**src/rtl/priority_encoder8.sv**
```systemverilog
// Sequential 8-to-3 priority encoder: edge-captures active-low requests into a
// pending register and presents the lowest pending index under a valid/ack handshake.
module priority_encoder8 (
    input  logic       clk,
    input  logic       rst_,
    input  logic       enb_,
    input  logic [7:0] req_,
    input  logic       ack,
    output logic [2:0] code,
    output logic       valid,
    output logic [7:0] pend,
    output logic       ovf
);

    typedef enum logic [1:0] {
        IDLE,
        GRANT,
        GAP
    } state_t;

    state_t     state_q, state_d;
    logic [7:0] req_q,   req_d;
    logic [7:0] pend_q,  pend_d;
    logic [2:0] code_q,  code_d;
    logic       valid_q, valid_d;
    logic       ovf_q,   ovf_d;

    logic [7:0] fall;
    logic [7:0] set;
    logic [7:0] clr;
    logic [2:0] win_idx;
    logic       win_found;

    always_comb begin
        state_d   = state_q;
        code_d    = code_q;
        valid_d   = valid_q;
        req_d     = req_;
        clr       = '0;
        win_idx   = '0;
        win_found = 1'b0;

        fall = req_q & ~req_;
        set  = enb_ ? '0 : fall;

        // Ascending scan so the lowest pending index wins.
        for (int unsigned i = 0; i < 8; i++) begin
            if (pend_q[i] && !win_found) begin
                win_idx   = 3'(i);
                win_found = 1'b1;
            end
        end

        case (state_q)
            IDLE: begin
                if (!enb_ && win_found) begin
                    code_d  = win_idx;
                    valid_d = 1'b1;
                    state_d = GRANT;
                end else begin
                    valid_d = 1'b0;
                end
            end
            GRANT: begin
                if (enb_) begin
                    valid_d = 1'b0;
                    state_d = IDLE;
                end else if (ack) begin
                    clr[code_q] = 1'b1;
                    valid_d     = 1'b0;
                    state_d     = GAP;
                end
            end
            GAP: begin
                valid_d = 1'b0;
                state_d = IDLE;
            end
            default: begin
                valid_d = 1'b0;
                state_d = IDLE;
            end
        endcase

        // Set beats clear on the same bit; that collision is not an overflow.
        pend_d = (pend_q & ~clr) | set;
        ovf_d  = ovf_q | (|(set & pend_q & ~clr));
    end

    always_ff @(posedge clk or negedge rst_) begin
        if (!rst_) begin
            state_q <= IDLE;
            req_q   <= '1;
            pend_q  <= '0;
            code_q  <= '0;
            valid_q <= 1'b0;
            ovf_q   <= 1'b0;
        end else begin
            state_q <= state_d;
            req_q   <= req_d;
            pend_q  <= pend_d;
            code_q  <= code_d;
            valid_q <= valid_d;
            ovf_q   <= ovf_d;
        end
    end

    assign code  = code_q;
    assign valid = valid_q;
    assign pend  = pend_q;
    assign ovf   = ovf_q;

endmodule

```
**config.mk**
```make
export PLATFORM = sky130hd
export DESIGN_NAME = priority_encoder8
export DESIGN_NICKNAME = d
export VERILOG_FILES = /design/src/rtl/priority_encoder8.sv
export SDC_FILE = /design/constraint.sdc
export NUM_CORES = 1
export LEC_CHECK = 0
export CAP_MARGIN = 20
export CORE_MARGIN = 4
export CORE_UTILIZATION = 52
export DETAILED_ROUTE_END_ITERATION = 12
export PLACE_DENSITY_LB_ADDON = 0.3
export SYNTH_ARGS = -nofsm -noshare
export SYNTH_HDL_FRONTEND = slang
export SYNTH_SLANG_ARGS = --single-unit
```
**constraint.sdc**
```tcl
create_clock -name clk -period 3.32 [get_ports clk]
set_input_delay 0.498 -clock clk [delete_from_list [all_inputs] [get_ports clk]]
set_output_delay 0.498 -clock clk [all_outputs]
set_load 0.02 [all_outputs]
```
After elaboration in Yosys (flattened, before gate mapping)
Index checks and enable logic that the tools add are counted.
W data, S select, Z words.
- flip-flop bits (word level): 23
- input bits: 12
- output and inout bits: 13
- logic and storage cells: 69
- $lt $le $gt $ge: 2
- eq/ne operators: 3
- mux-type cells: 29
- bitwise logic cells: 8
- reductions and logical operators: 21
- operator list (cell ; number):
    $and A8 B8 Y8 ; 4
    $mux W8 ; 4
    $not A8 Y8 ; 2
    $mux W3 ; 5
    $mux W1 ; 13
    $logic_and A1 B1 Y1 ; 9
    $logic_not A1 Y1 ; 8
    $mux W2 ; 4
    $or A8 B8 Y8 ; 1
    $reduce_or A8 Y1 ; 1
    $lt A3 B4 Y1 const B ; 1
    $pmux W2 S2 ; 1
    $reduce_and A2 Y1 ; 2
    $demux W1 S3 ; 1
    $ge A3 B1 Y1 const B ; 1
    $ne A3 B3 Y1 const B ; 1
    $eq A2 B1 Y1 const B ; 1
    $logic_not A2 Y1 ; 1
    $ne A2 B2 Y1 const B ; 1
    $pmux W1 S2 ; 1
    $or A1 B1 Y1 ; 1

Longest topological paths before layout
Gate-level depths: netlist (run 1).
- word-level depth: 25
- mapped depth: 5
- gate-level depth less buffers: 4

Worst setup path before layout (run 1)
OpenSTA, ideal clock, no wires.
- path type: input-to-reg
- from: input port enb_
- to: register ovf_q, in the netlist ovf
- library setup time: 0.134 ns
- arrival: 1.373 ns
- data required time: 3.186 ns
- slack: 1.812 ns
- stages: 5
- path buffers: 1
- cell sequence: and4bb_2 > buf_6 > nand3b_1 > a311oi_1 > nand4_1
- cells in the longest elaborated chain, start to end: 6
- elaborated cells on any way between the ends: 8
- those cells by class: 3 x mux; 4 x bitwise; 1 x reduce/logical
- RTL lines (item ; RTL line ; text):
    start, declared ; 6 ; input logic enb_,
    $mux W8 ; 65 ; if (enb_) begin
    $mux W8 ; 54 ; case (state_q)
    $not A8 Y8 ; 86 ; ovf_d = ovf_q | (|(set & pend_q & ~clr));
    $and A8 B8 Y8 (*) ; 86 ;
    $reduce_or A8 Y1 (*) ; 86 ;
    $or A1 B1 Y1 (*) ; 86 ;
    net ovf_d ; 26 ; logic ovf_q, ovf_d;
    end signal, assigned ; 103 ; ovf_q <= ovf_d;
    end, declared ; 26 ;
Mark *: on every way through the listed nets, which the timed path passes. The rest lies on a longest branch.
A chain may end at the register's enable or synchronous reset.

Worst setup path in the final report (run 1)
- from: register code_q[0], in the netlist code[0]
- to: output port code[0]
- RTL lines (item ; RTL line ; text):
    start, declared ; 24 ; logic [2:0] code_q, code_d;
    start signal, assigned ; 101 ; code_q <= code_d;
    end, declared ; 9 ; output logic [2:0] code,
No word-level cell between the ends.

==> metrics.log, run 1 <==
INFO  metric outcome = complete, no violations
INFO  metric final_nets = 142
INFO  metric synth-compound-area-share = 0.172
INFO  metric postSynth.asyncResetShare = 1.00
INFO  metric cts_buffers = 3
INFO  metric hold_violations = 0
INFO  metric share_of_the_yosys_chip_area_belonging_to_registers = 0.546
INFO  metric synth_top_flop_cell = dfrtp_1
INFO  metric worst_slew_pin_slew = 0.554 ns
INFO  metric worst_setup_hold_path_clk_slew = 0.12 ns
INFO  metric grt_antenna_before_repair = 0
INFO  metric critical_path.startpoint_type = flop
INFO  metric setup_tns = 0 ns
INFO  metric final_period_minus_worst_setup_slack = 2.05 ns
INFO  metric cp_top_family = buffers and inverters
INFO  metric ir_drop = 385 µV
INFO  metric min_delay_worst_endpoint = pend[7]$_DFF_PN0_
INFO  metric gr_overflow_total = 0
INFO  metric postCtsSetupRepairBufs = 0
INFO  metric most_instantiated_library_cell_after_synthesis = dfrtp_1
INFO  metric r2r.worst_path.cells = 4
INFO  metric syn_nets = 114
INFO  metric drive_gt1_frac = 0.109
INFO  metric drt_first_iter_violations = 28
INFO  metric grt_pass1_wl = 3880 µm
INFO  metric critical_path_arrival = 1.55 ns
INFO  metric cts_max_level = 1
INFO  metric cp_slowest_cell = clkdlybuf4s50_1
INFO  metric worstSkewPairLatency = 0.31 ns
INFO  metric synthSimpleGateAreaFrac = 0.253
INFO  metric timing.critical_path.fanout_max = 12
INFO  metric wire_per_inst = 14.7 µm
INFO  metric grt_start_max_net_pins = 24
INFO  metric final_max_tran_viols = 0
INFO  metric yosys_warnings = 0
INFO  metric worst_setup_path_startpoint = code[0]$_DFFE_PN0P_
INFO  metric place.gp.congestion = 0.841
INFO  metric post_synth_instance_area = 0.00107 mm²
INFO  metric r2r_path_start = pend[3]$_DFF_PN0_
INFO  metric yosys.area.top_type = dfrtp_1
INFO  metric fill_cells = 167
INFO  metric total_leakage_power = 0.552 nW
INFO  metric total_die_area = 0.00285 mm²
INFO  metric drt-vias-per-instance = 5.73
INFO  metric setup_slack = 1.27 ns
INFO  metric timing.reg2reg.setup_slack = 1.77 ns
INFO  metric cts_root_buffer = clkbuf_4
INFO  metric slew-limit-headroom = 0.629
INFO  metric critical_path.reg2reg.endpoint = state_q[0]$_DFFE_PN0P_
INFO  metric place_worst_setup_slack = 1.11 ns
INFO  metric cts-hold-fix-buffers = 0
INFO  metric die_h = 53.4 µm
INFO  metric final_core_utilization = 0.701
INFO  metric clkSinkCount = 23
INFO  metric avgSynthCellArea = 10.5 µm²
INFO  metric postSynthRegisterBits = 23
INFO  metric synth.area.top_cells = dfrtp_1 (35%), dfstp_2 (20%), or4bb_1 (5.3%)
INFO  metric cap_viol_max_count = 0
INFO  metric report.final.setup_viol = 0
INFO  metric cp_data_required_time = 2.82 ns
INFO  metric min-delay-start = req_q[7]$_DFF_PN1_
INFO  metric placed_wire_length_estimate = 1740 µm
INFO  metric starting_density = 0.547
INFO  metric synth_top_area_share = 0.350
INFO  metric drt_drc_violations_left = 0
INFO  metric muxShareOfSynthArea = 0
INFO  metric tritoncts = done
INFO  metric maximum_clock_skew_at_final_layout = 0.00855 ns
INFO  metric postCtsResizedCells = 0
INFO  metric route.antenna.remaining_nets = 0
INFO  metric synth_xor_area_frac = 0
INFO  metric critical_setup_path_class = reg2out
INFO  metric synth_top_family_by_area = simple AND/OR/NAND/NOR gates
INFO  metric area.growth.synth_to_final = 28.2%
INFO  metric cp_num_buf_inv = 1
INFO  metric clock.fmax = 0.488 GHz
INFO  metric wirelength = 2290 µm
INFO  metric timing.critical_path.to_type = output port
INFO  metric hold_path_depth = 2
INFO  metric rsz_0062_raised_after_global_routing = no
INFO  metric yosys.area_share.adder = 0
INFO  metric grt_pass1_vias = 867
INFO  metric final.period_utilization = 0.617
INFO  metric core = 0.00196 mm²
INFO  metric power-per-cell-area = 507 mW/mm²
INFO  metric synth-edff-count = 0
INFO  metric worstPathCellList = clkdlybuf4s50_1
INFO  metric critical_path_depth = 1
INFO  metric top_level_ports = 25
INFO  metric netlist_instances = 102
INFO  metric cpPeakStageDelay = 0.68 ns
INFO  metric first_pass_iters = 4
INFO  metric hold_path.class = reg2reg
INFO  metric antennaDiodeCount = 0
INFO  metric synth_cell_types = 33
INFO  metric detailroute.via_count = 894
INFO  metric track_usage = 0.190
INFO  metric cts_max_path_buffers = 2
INFO  metric fp-row-count = 16
INFO  metric synth.top_cells.by_count = dfrtp_1 (15), nor2_1 (12), dfstp_2 (8), nand2_1 (8), o21ai_0 (6)
INFO  metric die_width = 53.4 µm
INFO  metric buffer_ports.inserted = 24
[worst max-delay path by stage]
stage | endpoint | slack [ns]
2_1_floorplan | ovf$_DFF_PN0_ | 1.81
3_3_place_gp | ovf$_DFF_PN0_ | 1.13
3_5_place_dp | ovf$_DFF_PN0_ | 1.11
4_1_cts | code[0] | 1.27
5_1_grt | code[0] | 1.18
6_report | code[0] | 1.27
[where the power goes]
part | total, mW | leakage (nW) | internal [mW] | switching [mW]
clock | 0.125 | 0.0150 | 0.0469 | 0.0784
sequential | 0.374 | 0.243 | 0.319 | 0.0552
combinational | 0.198 | 0.293 | 0.103 | 0.0944
[area by class of cell]
cell class                 instances  area (µm²)  area share
multi-input combinational         73         455       0.331
clock buffer                       4        26.3      0.0191
timing repair buffer              26         263       0.191
sequential                        23         586       0.426
inverter                           3        11.3     0.00819
tap                               27        33.8      0.0246
[cell families (layout without fill, tap and decap cells)]
logic type / Yosys count / after routing
AOI/OAI and AO/OA: 27 / 27
and+or+nand+nor: 46 / 46
buffers and inverters: 6 / 33
DFF: 23 / 23
[placed cells by master, fill, tap and decap left out]
cell type / netlist / layout
nand3b_1: 1 / 1
inv_1: 3 / 3
dfrtp_1: 15 / 15
nand4_1: 1 / 1
a41oi_1: 1 / 1
a311oi_1: 1 / 1
and4bb_2: 1 / 1
or4bb_1: 5 / 5
nor3_1: 2 / 2
a21oi_1: 4 / 4
nor2b_1: 1 / 1
nor4_1: 1 / 1
nor3b_1: 2 / 2
nor2_1: 12 / 12
nand4b_1: 2 / 2
or3_1: 1 / 1
dfstp_2: 8 / 8
o22a_1: 1 / 1
nand3_1: 3 / 3
clkdlybuf4s50_1: 0 / 24
o21bai_1: 1 / 1
nand2b_1: 4 / 4
and3_1: 2 / 2
o21ai_0: 6 / 6
o221ai_1: 1 / 1
a21o_1: 2 / 2
nand2_1: 8 / 8
clkbuf_4: 0 / 3
a22o_1: 4 / 4
buf_8: 0 / 1
o31ai_1: 2 / 2
clkbuf_1: 1 / 1
buf_4: 0 / 1
a31oi_1: 3 / 3
a21boi_0: 1 / 1
[flip-flops by register name (all words and copies together) (netlist names)]
signal,cells
code,3
ovf,1
pend,8
req_q,8
state_q,2
valid,1
[layer usage]
metal / up-vias / track usage / routed length, µm
met5: - / 0 / 0
met4: 0 / 0.0766 / 40
met3: 5 / 0.0423 / 143
met2: 28 / 0.298 / 1100
met1: 427 / 0.250 / 1000
li1: 434 / - / -
[metrics by stage]
stage / instances / hold WS [ns] / power (mW) / instance area, µm²
global placement: 151 / 0.475 / 0.569 / 1330
detailed placement: 151 / 0.473 / 0.574 / 1330
floorplan: 102 / 0.202 / 0.473 / 1070
finish: 156 / 0.495 / 0.697 / 1380
global route: 156 / 0.518 / 0.740 / 1380
CTS: 155 / 0.490 / 0.698 / 1360
[tightest hold or removal path, cell delays in order (launching register included)]
cell and delay [ns]:
dfstp_2 0.39, nand2_1 0.04, nand2_1 0.04
Power figures use the tool's default switching activity.
==> run 2, diff against run 1 <==
- CORE_UTILIZATION: 52 -> 43
- clock period: 3.32 -> 1.77 ns (I/O delays scaled with it)
==> run 2 against run 1 <==
Die area rose by 18%. Critical endpoint is now pend[3]. Clock power is 94% higher. Worst hold slack got worse by 0.20 ns. Largest power group unchanged. Cell count rose by 2.6%. Combinational power increased by 88%. Global-route usage shrank 3.1 points. Non-clock buffer count increased by 3. Utilization shrank 9.3 points. Critical path depth unchanged. Count of clock-buffer cells in the layout stayed put. Design area rose by 1.6%. Register-to-register slack got worse by 1.6 ns.
==> metrics.log, run 2 (synthesis results as in run 1) <==
INFO  metric outcome = complete, no violations
INFO  metric setup_slack = 0.0604 ns
INFO  metric antennaDiodeCount = 0
INFO  metric grt_pass1_vias = 932
INFO  metric wire_per_inst = 15.2 µm
INFO  metric final-instance-count-excl-fill = 160
INFO  metric first_pass_iters = 4
INFO  metric wirelength = 2430 µm
INFO  metric worst_setup_hold_path_clk_slew = 0.12 ns
INFO  metric tritoncts = done
INFO  metric worstPathCellList = clkdlybuf4s50_1
INFO  metric detailroute.via_count = 906
INFO  metric cp_data_required_time = 1.50 ns
INFO  metric route.antenna.remaining_nets = 0
INFO  metric gr_overflow_total = 0
INFO  metric track_usage = 0.159
INFO  metric cts_max_path_buffers = 2
INFO  metric final_core_utilization = 0.608
INFO  metric core = 0.00230 mm²
INFO  metric drt_drc_violations_left = 0
INFO  metric ir_drop = 484 µV
INFO  metric grt_start_max_net_pins = 24
INFO  metric drive_gt1_frac = 0.152
INFO  metric timing.critical_path.to_type = output port
INFO  metric total_leakage_power = 0.571 nW
INFO  metric hold_violations = 0
INFO  metric final.period_utilization = 0.966
INFO  metric postCtsSetupRepairBufs = 0
INFO  metric mostFrequentLayoutCell = clkdlybuf4s50_1
INFO  metric die_width = 57.9 µm
INFO  metric total_die_area = 0.00336 mm²
INFO  metric stdcell_area = 0.00140 mm²
INFO  metric fp-row-count = 17
INFO  metric mostFrequentLayoutCells = clkdlybuf4s50_1 (23), nor2_1 (12), dfrtp_1 (12)
INFO  metric place.gp.congestion = 0.884
INFO  metric starting_density = 0.467
INFO  metric drt-vias-per-instance = 5.66
INFO  metric clkSinkCount = 23
INFO  metric critical_path_arrival = 1.44 ns
INFO  metric maximum_clock_skew_at_final_layout = 0.00362 ns
INFO  metric die_h = 57.9 µm
INFO  metric top_level_ports = 25
INFO  metric cts_buffers = 3
INFO  metric final_nets = 145
INFO  metric cp_top_family = buffers and inverters
INFO  metric buffer_ports.inserted = 24
INFO  metric fill_cells = 207
INFO  metric place_worst_setup_slack = -0.0263 ns
INFO  metric rsz_0062_raised_after_global_routing = no
INFO  metric area.growth.synth_to_final = 30.3%
INFO  metric drt_first_iter_violations = 15
INFO  metric cp_slowest_cell = clkdlybuf4s50_1
INFO  metric placed_standard_cell_area = 0.00137 mm²
INFO  metric final_period_minus_worst_setup_slack = 1.71 ns
INFO  metric setup_tns = 0 ns
INFO  metric critical_setup_path_class = reg2out
INFO  metric cts_max_level = 1
INFO  metric critical_path.startpoint_type = flop
INFO  metric final_max_tran_viols = 0
INFO  metric total_power = 1.32 mW
INFO  metric finalHoldWorstSlack = 0.291 ns
INFO  metric slew-limit-headroom = 0.684
INFO  metric grt_antenna_before_repair = 0
INFO  metric power-per-cell-area = 946 mW/mm²
INFO  metric timing.critical_path.fanout_max = 6
INFO  metric dp_cells = 156
INFO  metric cp_num_buf_inv = 1
INFO  metric cts_root_buffer = clkbuf_4
INFO  metric worst_slew_pin_slew = 0.470 ns
INFO  metric grt_pass1_wl = 4180 µm
INFO  metric hold_path.class = in2async
INFO  metric cap_viol_max_count = 0
INFO  metric clock.fmax = 0.585 GHz
INFO  metric worstSkewPairLatency = 0.31 ns
INFO  metric placed_wire_length_estimate = 1830 µm
INFO  metric report.final.setup_viol = 0
INFO  metric cpPeakStageDelay = 0.65 ns
==> run 2: path summary, 6_finish.rpt <==
path	depth (start not counted)	startpoint	endpoint	slack [ns]
setup / recovery	1	pend[3]$_DFF_PN0_	pend[3]	0.06
hold / removal	2	rst_	pend[6]$_DFF_PN0_	0.29
setup reg to reg	4	pend[3]$_DFF_PN0_	state_q[0]$_DFFE_PN0P_	0.22
hold reg to reg	2	req_q[7]$_DFF_PN1_	pend[7]$_DFF_PN0_	0.51
max in group asynchronous	2	rst_	req_q[4]$_DFF_PN1_	1.20
min in group clk	1	req_[2]	req_q[2]$_DFF_PN1_	0.37
==> run 2: per-layer routing <==
metal  vias up  global-route usage  part of all wire  wire length [µm]
li1        437                   -                 -                 -
met3         5              0.0245             0.057               139
met2        31               0.260              0.47              1150
met1       433               0.208              0.45              1100
met4         0              0.0695             0.019                46
met5         -                   0                 0                 0
==> run 2: worst reg2reg max path: cells and delay by family (launching register included) <==
kind             cells  cell delay, ns
AO/OA/AOI/OAI        2            0.35
AND/OR/NAND/NOR      2            0.61
flip-flops           1            0.47
==> run 2: power by group <==
group / leakage [nW] / internal [mW] / switching, mW / total, mW
clock network: 0.0150 / 0.0881 / 0.155 / 0.243
registers: 0.240 / 0.601 / 0.104 / 0.706
logic: 0.316 / 0.195 / 0.178 / 0.373
==> run 2: area by class of cell <==
type	instances	area, µm²	area share
tap	28	35.0	0.0251
inverter	3	11.3	0.00806
multi-input combinational	73	455	0.326
sequential	23	589	0.422
clock buffer	4	26.3	0.0188
timing repair buffer	29	280	0.201
==> run 2: timing repair <==
action / 4_1_cts / 5_1_grt
gates resized for setup: 1 / 3
setup endpoints to repair: 1 / 3
hold buffers: 0 / 0
hold endpoints to repair: 0 / 0
==> run 3, diff against run 2 <==
- ABC_CLOCK_PERIOD_IN_PS: not set -> 1770
==> results of run 3 <==
Same layout as run 2: the final DEF is identical, and so are final timing and power.
